$ cat config.mk
export PLATFORM = sky130hd
export DESIGN_NAME = byte_strip
export DESIGN_NICKNAME = d
export VERILOG_FILES = /design/src/rtl/byte_strip_pkg.sv /design/src/rtl/byte_strip.sv
export SDC_FILE = /design/constraint.sdc
export NUM_CORES = 1
export LEC_CHECK = 0
export ABC_AREA = 1
export CAP_MARGIN = 10
export CORE_ASPECT_RATIO = 1.25
export CORE_MARGIN = 3
export CORE_UTILIZATION = 50
export DETAILED_ROUTE_END_ITERATION = 10
export MAX_ROUTING_LAYER = met4
export PLACE_DENSITY = 0.86
export SETUP_SLACK_MARGIN = 0.5
export SKIP_CTS_REPAIR_TIMING = 1
export SLEW_MARGIN = 10
export SYNTH_ARGS = -nofsm -noshare
export SYNTH_HDL_FRONTEND = slang
export SYNTH_SLANG_ARGS = --single-unit
$ cat constraint.sdc
create_clock -name CLK -period 2.7 [get_ports CLK]
set_input_delay 0.54 -clock CLK [delete_from_list [all_inputs] [get_ports CLK]]
set_output_delay 0.54 -clock CLK [all_outputs]
set_load 0.01 [all_outputs]
$ cat src/rtl/byte_strip_pkg.sv
// Shared constants and types for the byte striper and its lane unstriper.
// Lane order is byte n -> lane n mod LANE_COUNT on both sides of the link.
package byte_strip_pkg;

   localparam int           LANE_COUNT = 4;
   localparam int           BYTE_W     = 8;
   localparam logic [7:0]   IDLE_CHAR  = 8'hBC;  // K28.5
   localparam logic         IDLE_K     = 1'b1;

   typedef logic [1:0] lane_idx_t;

   // A lane carries real data when it lies below the fill position of the group.
   function automatic logic lane_filled(input int lane, input int fill);
      return lane < fill;
   endfunction

endpackage

$ cat src/rtl/byte_strip.sv
// Transmit-side byte striper: groups 4 accepted bytes and publishes them in parallel,
// with FLUSH closing a partial group by padding the unused lanes with an idle character.
module byte_strip #(
   parameter int                                DATA_W    = byte_strip_pkg::BYTE_W,
   parameter logic [DATA_W-1:0]                 IDLE_CHAR = DATA_W'(byte_strip_pkg::IDLE_CHAR),
   parameter logic                              IDLE_K    = byte_strip_pkg::IDLE_K
) (
   input  logic              CLK,
   input  logic              RESET,
   input  logic [DATA_W-1:0] D,
   input  logic              DK,
   input  logic              VALID_IN,
   input  logic              FLUSH,
   output logic [DATA_W-1:0] LANE0,
   output logic [DATA_W-1:0] LANE1,
   output logic [DATA_W-1:0] LANE2,
   output logic [DATA_W-1:0] LANE3,
   output logic              DK_0,
   output logic              DK_1,
   output logic              DK_2,
   output logic              DK_3,
   output logic              LANE_VALID,
   output logic [1:0]        LANE_PTR,
   output logic              PADDED
);
   import byte_strip_pkg::*;

   lane_idx_t         ptr_q;
   logic [DATA_W-1:0] s_d [0:2];
   logic [2:0]        s_k;

   logic [DATA_W-1:0] out_d [0:3];
   logic [3:0]        out_k;
   logic              valid_q;
   logic              padded_q;

   logic [DATA_W-1:0] stage_view [0:3];
   logic [3:0]        stage_k_view;
   logic [2:0]        fill;
   logic              publish;
   logic              pad;
   logic [DATA_W-1:0] nxt_d [0:3];
   logic [3:0]        nxt_k;

   // Lane 3 is never staged: the 4th byte goes straight from D into the output bank.
   always_comb begin
      stage_view[0] = s_d[0];
      stage_view[1] = s_d[1];
      stage_view[2] = s_d[2];
      stage_view[3] = '0;
      stage_k_view  = {1'b0, s_k};
   end

   // fill counts the bytes belonging to the group after this cycle's input (0..4).
   always_comb begin
      fill    = {1'b0, ptr_q} + {2'b00, VALID_IN};
      publish = (VALID_IN && (ptr_q == 2'd3)) || (FLUSH && (fill != 3'd0));
      pad     = publish && (fill != 3'd4);
      nxt_k   = '0;
      for (int i = 0; i < LANE_COUNT; i++) begin
         nxt_d[i] = IDLE_CHAR;
         nxt_k[i] = IDLE_K;
         if (lane_filled(i, int'(ptr_q))) begin
            nxt_d[i] = stage_view[i];
            nxt_k[i] = stage_k_view[i];
         end else if (VALID_IN && (i == int'(ptr_q))) begin
            nxt_d[i] = D;
            nxt_k[i] = DK;
         end
      end
   end

   always_ff @(posedge CLK) begin
      if (RESET) begin
         ptr_q    <= '0;
         s_d[0]   <= '0;
         s_d[1]   <= '0;
         s_d[2]   <= '0;
         s_k      <= '0;
         out_d[0] <= '0;
         out_d[1] <= '0;
         out_d[2] <= '0;
         out_d[3] <= '0;
         out_k    <= '0;
         valid_q  <= 1'b0;
         padded_q <= 1'b0;
      end else begin
         valid_q  <= publish;
         padded_q <= pad;
         if (publish) begin
            out_d[0] <= nxt_d[0];
            out_d[1] <= nxt_d[1];
            out_d[2] <= nxt_d[2];
            out_d[3] <= nxt_d[3];
            out_k    <= nxt_k;
            ptr_q    <= '0;
         end else if (VALID_IN) begin
            s_d[ptr_q] <= D;
            s_k[ptr_q] <= DK;
            ptr_q      <= ptr_q + 2'd1;
         end
      end
   end

   assign LANE0      = out_d[0];
   assign LANE1      = out_d[1];
   assign LANE2      = out_d[2];
   assign LANE3      = out_d[3];
   assign DK_0       = out_k[0];
   assign DK_1       = out_k[1];
   assign DK_2       = out_k[2];
   assign DK_3       = out_k[3];
   assign LANE_VALID = valid_q;
   assign PADDED     = padded_q;
   assign LANE_PTR   = ptr_q;

endmodule

======== Yosys cells after proc, flatten, opt, wreduce, memory -nomap -nowiden ========
Memories as Yosys holds them, arrays and structs flattened.
Index checks and enable logic that the tools add are counted.
word-level totals
  register bits after elaboration ......... 11
  latch bits .............................. 0
  bits in writable memories ............... 56
  ROM bits ................................ 0
  bits of input ports ..................... 13
  output and inout port bits .............. 40
  word-level logic and storage cells ...... 71
  memories kept ........................... 2
memory list
  memory  words  bits a word  rd ports  clocked after Yosys merged registers in  wr ports  line              source
  out_d   4      8            4         0                                        4         byte_strip.sv:32  logic [DATA_W-1:0] out_d [0:3];
  s_d     3      8            3         0                                        3         byte_strip.sv:29  logic [DATA_W-1:0] s_d [0:2];
cells by class
  add/subtract/negate cells ............... 2
  multiply operators ...................... 0
  div/mod/pow operators ................... 0
  magnitude comparators ................... 5
  eq/ne operators ......................... 5
  shift-type cells ........................ 0
  mux-type cells .......................... 33
  bitwise gates (word level) .............. 5
  reductions and logical operators ........ 14
operators by type and width
  kind                                                                   count
  8-bit 2-to-1 mux                                                       12
  1-bit 2-to-1 mux                                                       18
  1-bit logical AND                                                      8
  8-bit OR reduction                                                     1
  2-bit equality test, first input constant                              2
  1-bit by 2-bit < comparator with 1-bit output, first input constant    2
  1-bit OR                                                               4
  2-bit by 1-bit adder with 3-bit output                                 1
  3-bit bitwise mux                                                      1
  2-bit by 3-bit < comparator with 1-bit output, second input constant   1
  3-bit != test, second input constant                                   1
  3-bit nonzero test                                                     1
  2-bit by 1-bit adder with 2-bit output, second input constant          1
  1-bit demux with 2-bit select                                          1
  1-bit by 2-bit equality test with 1-bit output, first input constant   1
  2-bit equality test, second input constant                             1
  2-bit by 1-bit >= comparator with 1-bit output, second input constant  1
  2-bit zero test                                                        1
  2-bit < comparator, first input constant                               1
  2-bit 2-to-1 mux                                                       1
  2-bit AND reduction                                                    1
  2-bit OR reduction                                                     1
  1-bit logical OR                                                       1
  1-bit NOT                                                              1

======== Depth between registers and ports, before layout ========
Gate-level depths: netlist of run 1.
  word-level depth ........................ 9
  gate-level depth with buffers ........... 10
  gate-level depth less buffers ........... 10

======== Worst setup path before layout of run 1 ========
No wires, ideal clock.
  path kind ............................... input port to flip-flop
  start ................................... in VALID_IN
  end ..................................... mem out_d[0][0] in the netlist's numbering (enable)
  setup time .............................. 488 ps
  arrival ................................. 1983 ps
  required time ........................... 2212 ps
  setup slack ............................. 229 ps
  stages on the path ...................... 8
  buffers on the path ..................... 0
  cells stage by stage .................... ha_1 ha_1 nor2_2 nand2_2 nand2_4 nand2_4 inv_1 nand2_1
RTL lines
  what         line              source
  from (decl)  byte_strip.sv:12  input logic VALID_IN,
  to (decl)    byte_strip.sv:32

==> metrics.md, run 1 <==
| Metric | Value |
|---|---|
| Status | completed |
| Routed vias/inst | 5.43 |
| Clock-pin slew on the worst setup and hold paths | 0.07 ns |
| Die height | 91.3 µm |
| # nets final | 345 |
| Worst-skew pair later-pin latency | 0.34 ns |
| Initial antenna violation count | 0 |
| Max Cap Viol | 0 |
| Min Tclk post-route | 2.18 ns |
| Mapped Cells | 262 |
| Area grow syn2layout | 29.2% |
| Die outline area | 0.00678 mm² |
| Clock Skews | 0.00991 ns |
| Post-route insts no fill | 394 |
| H-tree level count | 3 |
| Post-Route Utilization | 0.682 |
| Achievable Freq | 459 MHz |
| Worst setup path category | in2reg |
| Netlist cell types | 22 |
| Critical Path RT | 2.70 ns |
| Worst-path maximum fanout | 8 |
| Tightest Pin Transition | 0.359 ns |
| Storage cell area | 0.00190 mm² |
| Pwr dens | 648 mW/mm² |
| Drt drc | 0 |
| Register area share after synthesis | 0.653 |
| CTS tree | done |
| Slowest Stage Delay on Critical Path | 0.44 ns |
| Num CTS Buffers | 9 |
| First-pass DRT Iterations | 5 |
| Synth top area cells | edfxtp_1 (58%), dfxtp_1 (7.6%), nor2_1 (6.3%) |
| Multi-input gate area | 853 µm² |
| Inserted Diodes | 0 |
| Commonest non-fill, non-tap cells in the layout | edfxtp_1 (56), clkdlybuf4s50_1 (52), nor2_1 (49) |
| Hold Crit Class | reg2reg |
| CP max-delay cell | clkdlybuf4s50_1 |
| Placer Congestion | 0.841 |
| Commonest non-fill, non-tap cell in the layout | edfxtp_1 |
| Fillers | 403 |
| Largest net degree at the start of global routing | 31 |
| Final ANT Viol Nets | 0 |
| HPWL Detailed | 4420 µm |
| Area leader, netlist | edfxtp_1 |
| Worst path cell trace | clkdlybuf4s50_1, ha_1, ha_1, nor2_2, nand2_2, nand2_4, nand3_1, nand2_1 |
| Hold Vio Cnt, Final | 0 |
| Share of cells above drive strength 1 | 0.136 |
| Total of warnings raised by yosys | 0 |
| Die Wd | 74.3 µm |
| First-pass GRT wire length | 10,000 µm |
| Std cell rows | 30 |
| Max-slew violations | 0 |
| Final wirelength | 6520 µm |
| Syn Area/Cell | 11.1 µm² |
| Syn Std Cell Area | 0.00291 mm² |
| Starting density of the core | 0.528 |
| DRT iter0 DRCs | 219 |
| Max Root-Sink Buffers | 2 |
| TNS Setup | 0 ns |
| Syn Nets | 282 |
| Peak supply drop | 0.000347 V |
| # setup viols final | 0 |
| Vias in the first global route | 2,065 |
| Pleak | 0.00156 µW |
| Overall power | 2440 µW |
| DP Cell Count | 376 |
| Slew HR | 0.760 |
| Input/output buffers | 52 |
| Startpoint types | input port |
| Wire length per cell | 16.6 µm |
| CP endpoint kind | flip-flop |
| Via Count | 2,139 |
| Top cell by count, worst path | ha_1 |
| Tcrit/Tclk final | 0.808 |
| GRT Resource Usage Total | 0.206 |
| Yosys reg bits | 67 |
| Placeable Area | 0.00552 mm² |
| CTS sink count | 67 |
| Grt ovf | 0 |
| Critical path arrival | 2.18 ns |
| IO Count | 53 |
| Share of the synthesized area in the top cell type | 0.577 |
| RSZ-0062 raised after global routing | true |
| Root Driver | clkbuf_8 |
-- registers in the layout (all words and copies together) (netlist names) --
signal,count
s_k,3
out_d,32
LANE_VALID,1
out_k,4
PADDED,1
s_d,24
LANE_PTR,2
-- report_power, final --
| group | switching (µW) | internal (µW) | total, µW | leakage (µW) |
|---|---|---|---|---|
| Combinational | 209 | 180 | 388 | 0.000783 |
| Sequential | 26.5 | 1220 | 1250 | 0.000683 |
| Clock | 355 | 449 | 804 | 0.0000951 |
| Total | 590 | 1850 | 2440 | 0.00156 |
-- area by class of cell --
class,instances,share of cell area
clock buffer,13,0.0396
inverter,32,0.0319
tap,64,0.0213
timing repair buffer,59,0.165
clock inverter,3,0.0103
multi-input combinational,156,0.227
sequential,67,0.505
-- per-stage QoR --
stage,setup slack (ns),area [µm²],hold WS [ns]
global placement,0.220,3530,0.441
floorplan,0.560,2920,0.444
global route,0.464,3760,0.470
detailed placement,0.127,3530,0.444
finish,0.519,3760,0.453
CTS,0.485,3710,0.459
-- per-layer routing --
metal  wire, µm  up-vias  GRT usage
li1           -     1010          -
met1       2430      997      0.239
met2       3360      110      0.330
met3        541       22     0.0609
met4        198        0     0.0875
met5          0        -          -
-- cell families after synthesis --
kind of cell               synth area share
AOI/OAI and AO/OA                    0.0992
adders and majority gates            0.0301
buffers and inverters                0.0593
DFF                                   0.653
and+or+nand+nor                       0.159
-- cell usage after synthesis --
| cell type | count |
|---|---|
| a21oi_1 | 13 |
| a21oi_2 | 5 |
| a22oi_1 | 3 |
| buf_2 | 3 |
| buf_4 | 2 |
| buf_6 | 2 |
| dfxtp_1 | 11 |
| edfxtp_1 | 56 |
| ha_1 | 7 |
| inv_1 | 30 |
| inv_2 | 2 |
| nand2_1 | 29 |
| nand2_2 | 4 |
| nand2_4 | 6 |
| nand3_1 | 5 |
| nand4_1 | 2 |
| nor2_1 | 49 |
| nor2_2 | 2 |
| nor2_8 | 1 |
| o21ai_0 | 19 |
| o22ai_1 | 10 |
| or2_2 | 1 |
-- final timing paths --
check        depth (start not counted)                      from  slack [ns]                       to
max                                  8                  VALID_IN        0.52  s_d[0][3]$_SDFFCE_PN0P_
min                                  2     out_k[1]$_SDFFE_PP0P_        0.45    out_k[1]$_SDFFE_PP0P_
max reg2reg                          6  LANE_PTR[0]$_SDFFE_PP0P_        0.68  s_d[0][3]$_SDFFCE_PN0P_
min reg2reg                          2     out_k[1]$_SDFFE_PP0P_        0.45    out_k[1]$_SDFFE_PP0P_
-- worst max-delay path: cells and delay by family --
kind,cells,cell delay [ns]
simple gates,5,0.71
fa+ha+maj,2,0.50
buf+inv,1,0.44
Power figures use the tool's default switching activity.
==> run 2, diff against run 1 <==
CORE_UTILIZATION = 47   (was 50)
PLACE_DENSITY = 0.85   (was 0.86)
clock period = 2 ns   (was 2.7 ns; I/O delays follow)
==> run 2 against run 1 <==
Via count is 5.8% higher. Wire length is 12% higher. Clock-buffer cell count is 4 lower. Worst hold slack better by 0.013 ns. Sequential power is 34% higher. Power is 44% higher. Worst setup slack worse by 0.28 ns. Utilization is 5.1 points higher. Sequential share of layout area is 6.3 points lower. Clock skew is 0.0038 ns lower.
==> metrics.md, run 2 (synthesized netlist as in run 1, its figures left out) <==
| Metric | Value |
|---|---|
| Placeable Area | 0.00590 mm² |
| Input/output buffers | 52 |
| Routed vias/inst | 5.29 |
| Worst setup path category | reg2reg |
| Max-slew violations | 0 |
| Status | completed |
| Worst-skew pair later-pin latency | 0.34 ns |
| Min-delay src | out_k[1]$_SDFFE_PP0P_ |
| Wire length per cell | 17.0 µm |
| Max reg flops | 32 |
| Die height | 94.0 µm |
| Max Root-Sink Buffers | 2 |
| Clock-pin slew on the worst setup and hold paths | 0.07 ns |
| Grt ovf | 0 |
| Initial antenna violation count | 0 |
| Vias in the first global route | 2,108 |
| Critical Path RT | 2.20 ns |
| First-pass GRT wire length | 10,000 µm |
| Share of cells above drive strength 1 | 0.303 |
| Drt drc | 0 |
| Die Wd | 76.4 µm |
| TNS Setup | 0 ns |
| Num CTS Buffers | 9 |
| Post-Route Utilization | 0.733 |
| Peak supply drop | 0.000476 V |
| Starting density of the core | 0.494 |
| Placer Congestion | 0.801 |
| Commonest non-fill, non-tap cells in the layout | edfxtp_1 (56), dlymetal6s2s_1 (41), nor2_1 (27) |
| Slew HR | 0.679 |
| Std cell rows | 31 |
| Hold Path End | out_k[1]$_SDFFE_PP0P_ |
| Hold Vio Cnt, Final | 0 |
| Area grow syn2layout | 48.3% |
| CTS tree | done |
| Inserted Diodes | 0 |
| # setup viols final | 0 |
| HPWL Detailed | 4540 µm |
| CP endpoint kind | flip-flop |
| Achievable Freq | 569 MHz |
| Pleak | 0.00221 µW |
| Root Driver | clkbuf_8 |
| Via Count | 2,263 |
| Beginning of the worst register-to-register path | LANE_PTR[0]$_SDFFE_PP0P_ |
| Pwr dens | 814 mW/mm² |
| Min Tclk post-route | 1.76 ns |
| Largest net degree at the start of global routing | 35 |
| Die outline area | 0.00718 mm² |
| RSZ-0062 raised after global routing | true |
| DRT iter0 DRCs | 222 |
| Max Cap Viol | 0 |
| First-pass DRT Iterations | 5 |
| R2R Setup Slk | 0.24 ns |
| R2R depth | 9 |
| # nets final | 361 |
| Critical path arrival | 1.96 ns |
| Commonest non-fill, non-tap cell in the layout | edfxtp_1 |
| IO Count | 53 |
| Hold depth | 2 |
| Worst-path maximum fanout | 8 |
| H-tree level count | 3 |
| CTS sink count | 67 |
| Final ANT Viol Nets | 0 |
| Clock Skews | 0.00612 ns |
| Largest register by flop count | out_d |
| Worst R2R End | s_d[2][3]$_SDFFCE_PN0P_ |
| Dpl ws | -0.278 ns |
| Hold Crit Class | reg2reg |
| Final wirelength | 7290 µm |
| Tightest Pin Transition | 0.480 ns |
| Tcrit/Tclk final | 0.879 |
| GRT Resource Usage Total | 0.192 |
| Final worst-path setup slack | 0.242 ns |
| Largest regs | out_d: 32 flops, s_d: 24 flops, out_k: 4 flops |
| Startpoint types | flip-flop |
==> run 2: cell count changes in the layout (fill, tap and decap cells not counted), moves of 4 or more <==
cell	previous run	this run
nor2_1	49	27
nand2_8	0	5
nor2_4	0	7
buf_4	3	16
clkdlybuf4s50_1	52	11
nand2_2	6	2
nor2_2	2	17
a21oi_2	5	11
dlymetal6s2s_1	0	41
a21oi_1	13	4
==> run 2: worst max-delay path, cell delays in order (launching register included) <==
cell	delay, ns
dfxtp_4	0.36
ha_4	0.16
ha_4	0.23
nor2_4	0.08
nand2_2	0.07
nand2_4	0.14
nand2_8	0.11
nor2_8	0.22
nand2_4	0.11
nor2_1	0.12
==> run 2: worst max path at each step <==
stage                             start                   endpoint  slack (ns)  cells past startpoint
2_1_floorplan                  VALID_IN  out_d[1][2]$_SDFFCE_PN0P_        0.36                      9
3_5_place_dp                   VALID_IN  out_d[0][2]$_SDFFCE_PN0P_       -0.28                     10
4_1_cts                        VALID_IN  out_d[0][2]$_SDFFCE_PN0P_        0.09                     10
5_1_grt        LANE_PTR[0]$_SDFFE_PP0P_    s_d[2][5]$_SDFFCE_PN0P_        0.14                      9
3_3_place_gp                   VALID_IN  out_d[2][3]$_SDFFCE_PN0P_       -0.23                     10
6_report       LANE_PTR[0]$_SDFFE_PP0P_    s_d[2][3]$_SDFFCE_PN0P_        0.24                      9
==> run 2: where the power goes <==
part / switching, µW / internal [µW]
combinational: 345 / 271
sequential: 37.6 / 1640
clock: 520 / 696
==> run 2: area by class of cell <==
type	count	area, µm²
Sequential cell	67	1910
Fill cell	387	1580
Multi-Input combinational cell	157	1130
Timing Repair Buffer	74	833
Inverter	32	130
Clock buffer	9	124
Tap cell	82	103
Clock inverter	7	92.6
==> run 2: routing by layer <==
metal | vias to the layer above | wire length (µm) | track usage
li1 | 1056 | - | -
met5 | - | 0 | -
met1 | 1069 | 2560 | 0.196
met2 | 119 | 3950 | 0.350
met4 | 0 | 202 | 0.0665
met3 | 19 | 573 | 0.0585
==> run 2: stage by stage <==
step / total power [µW] / std cells / hold WS, ns / cell area [µm²]
floorplan: 1990 / 262 / 0.445 / 3040
global placement: 2240 / 405 / 0.443 / 3730
detailed placement: 2270 / 405 / 0.455 / 3730
CTS: 3460 / 421 / 0.474 / 3940
global route: 3630 / 428 / 0.493 / 4320
finish: 3510 / 428 / 0.466 / 4320
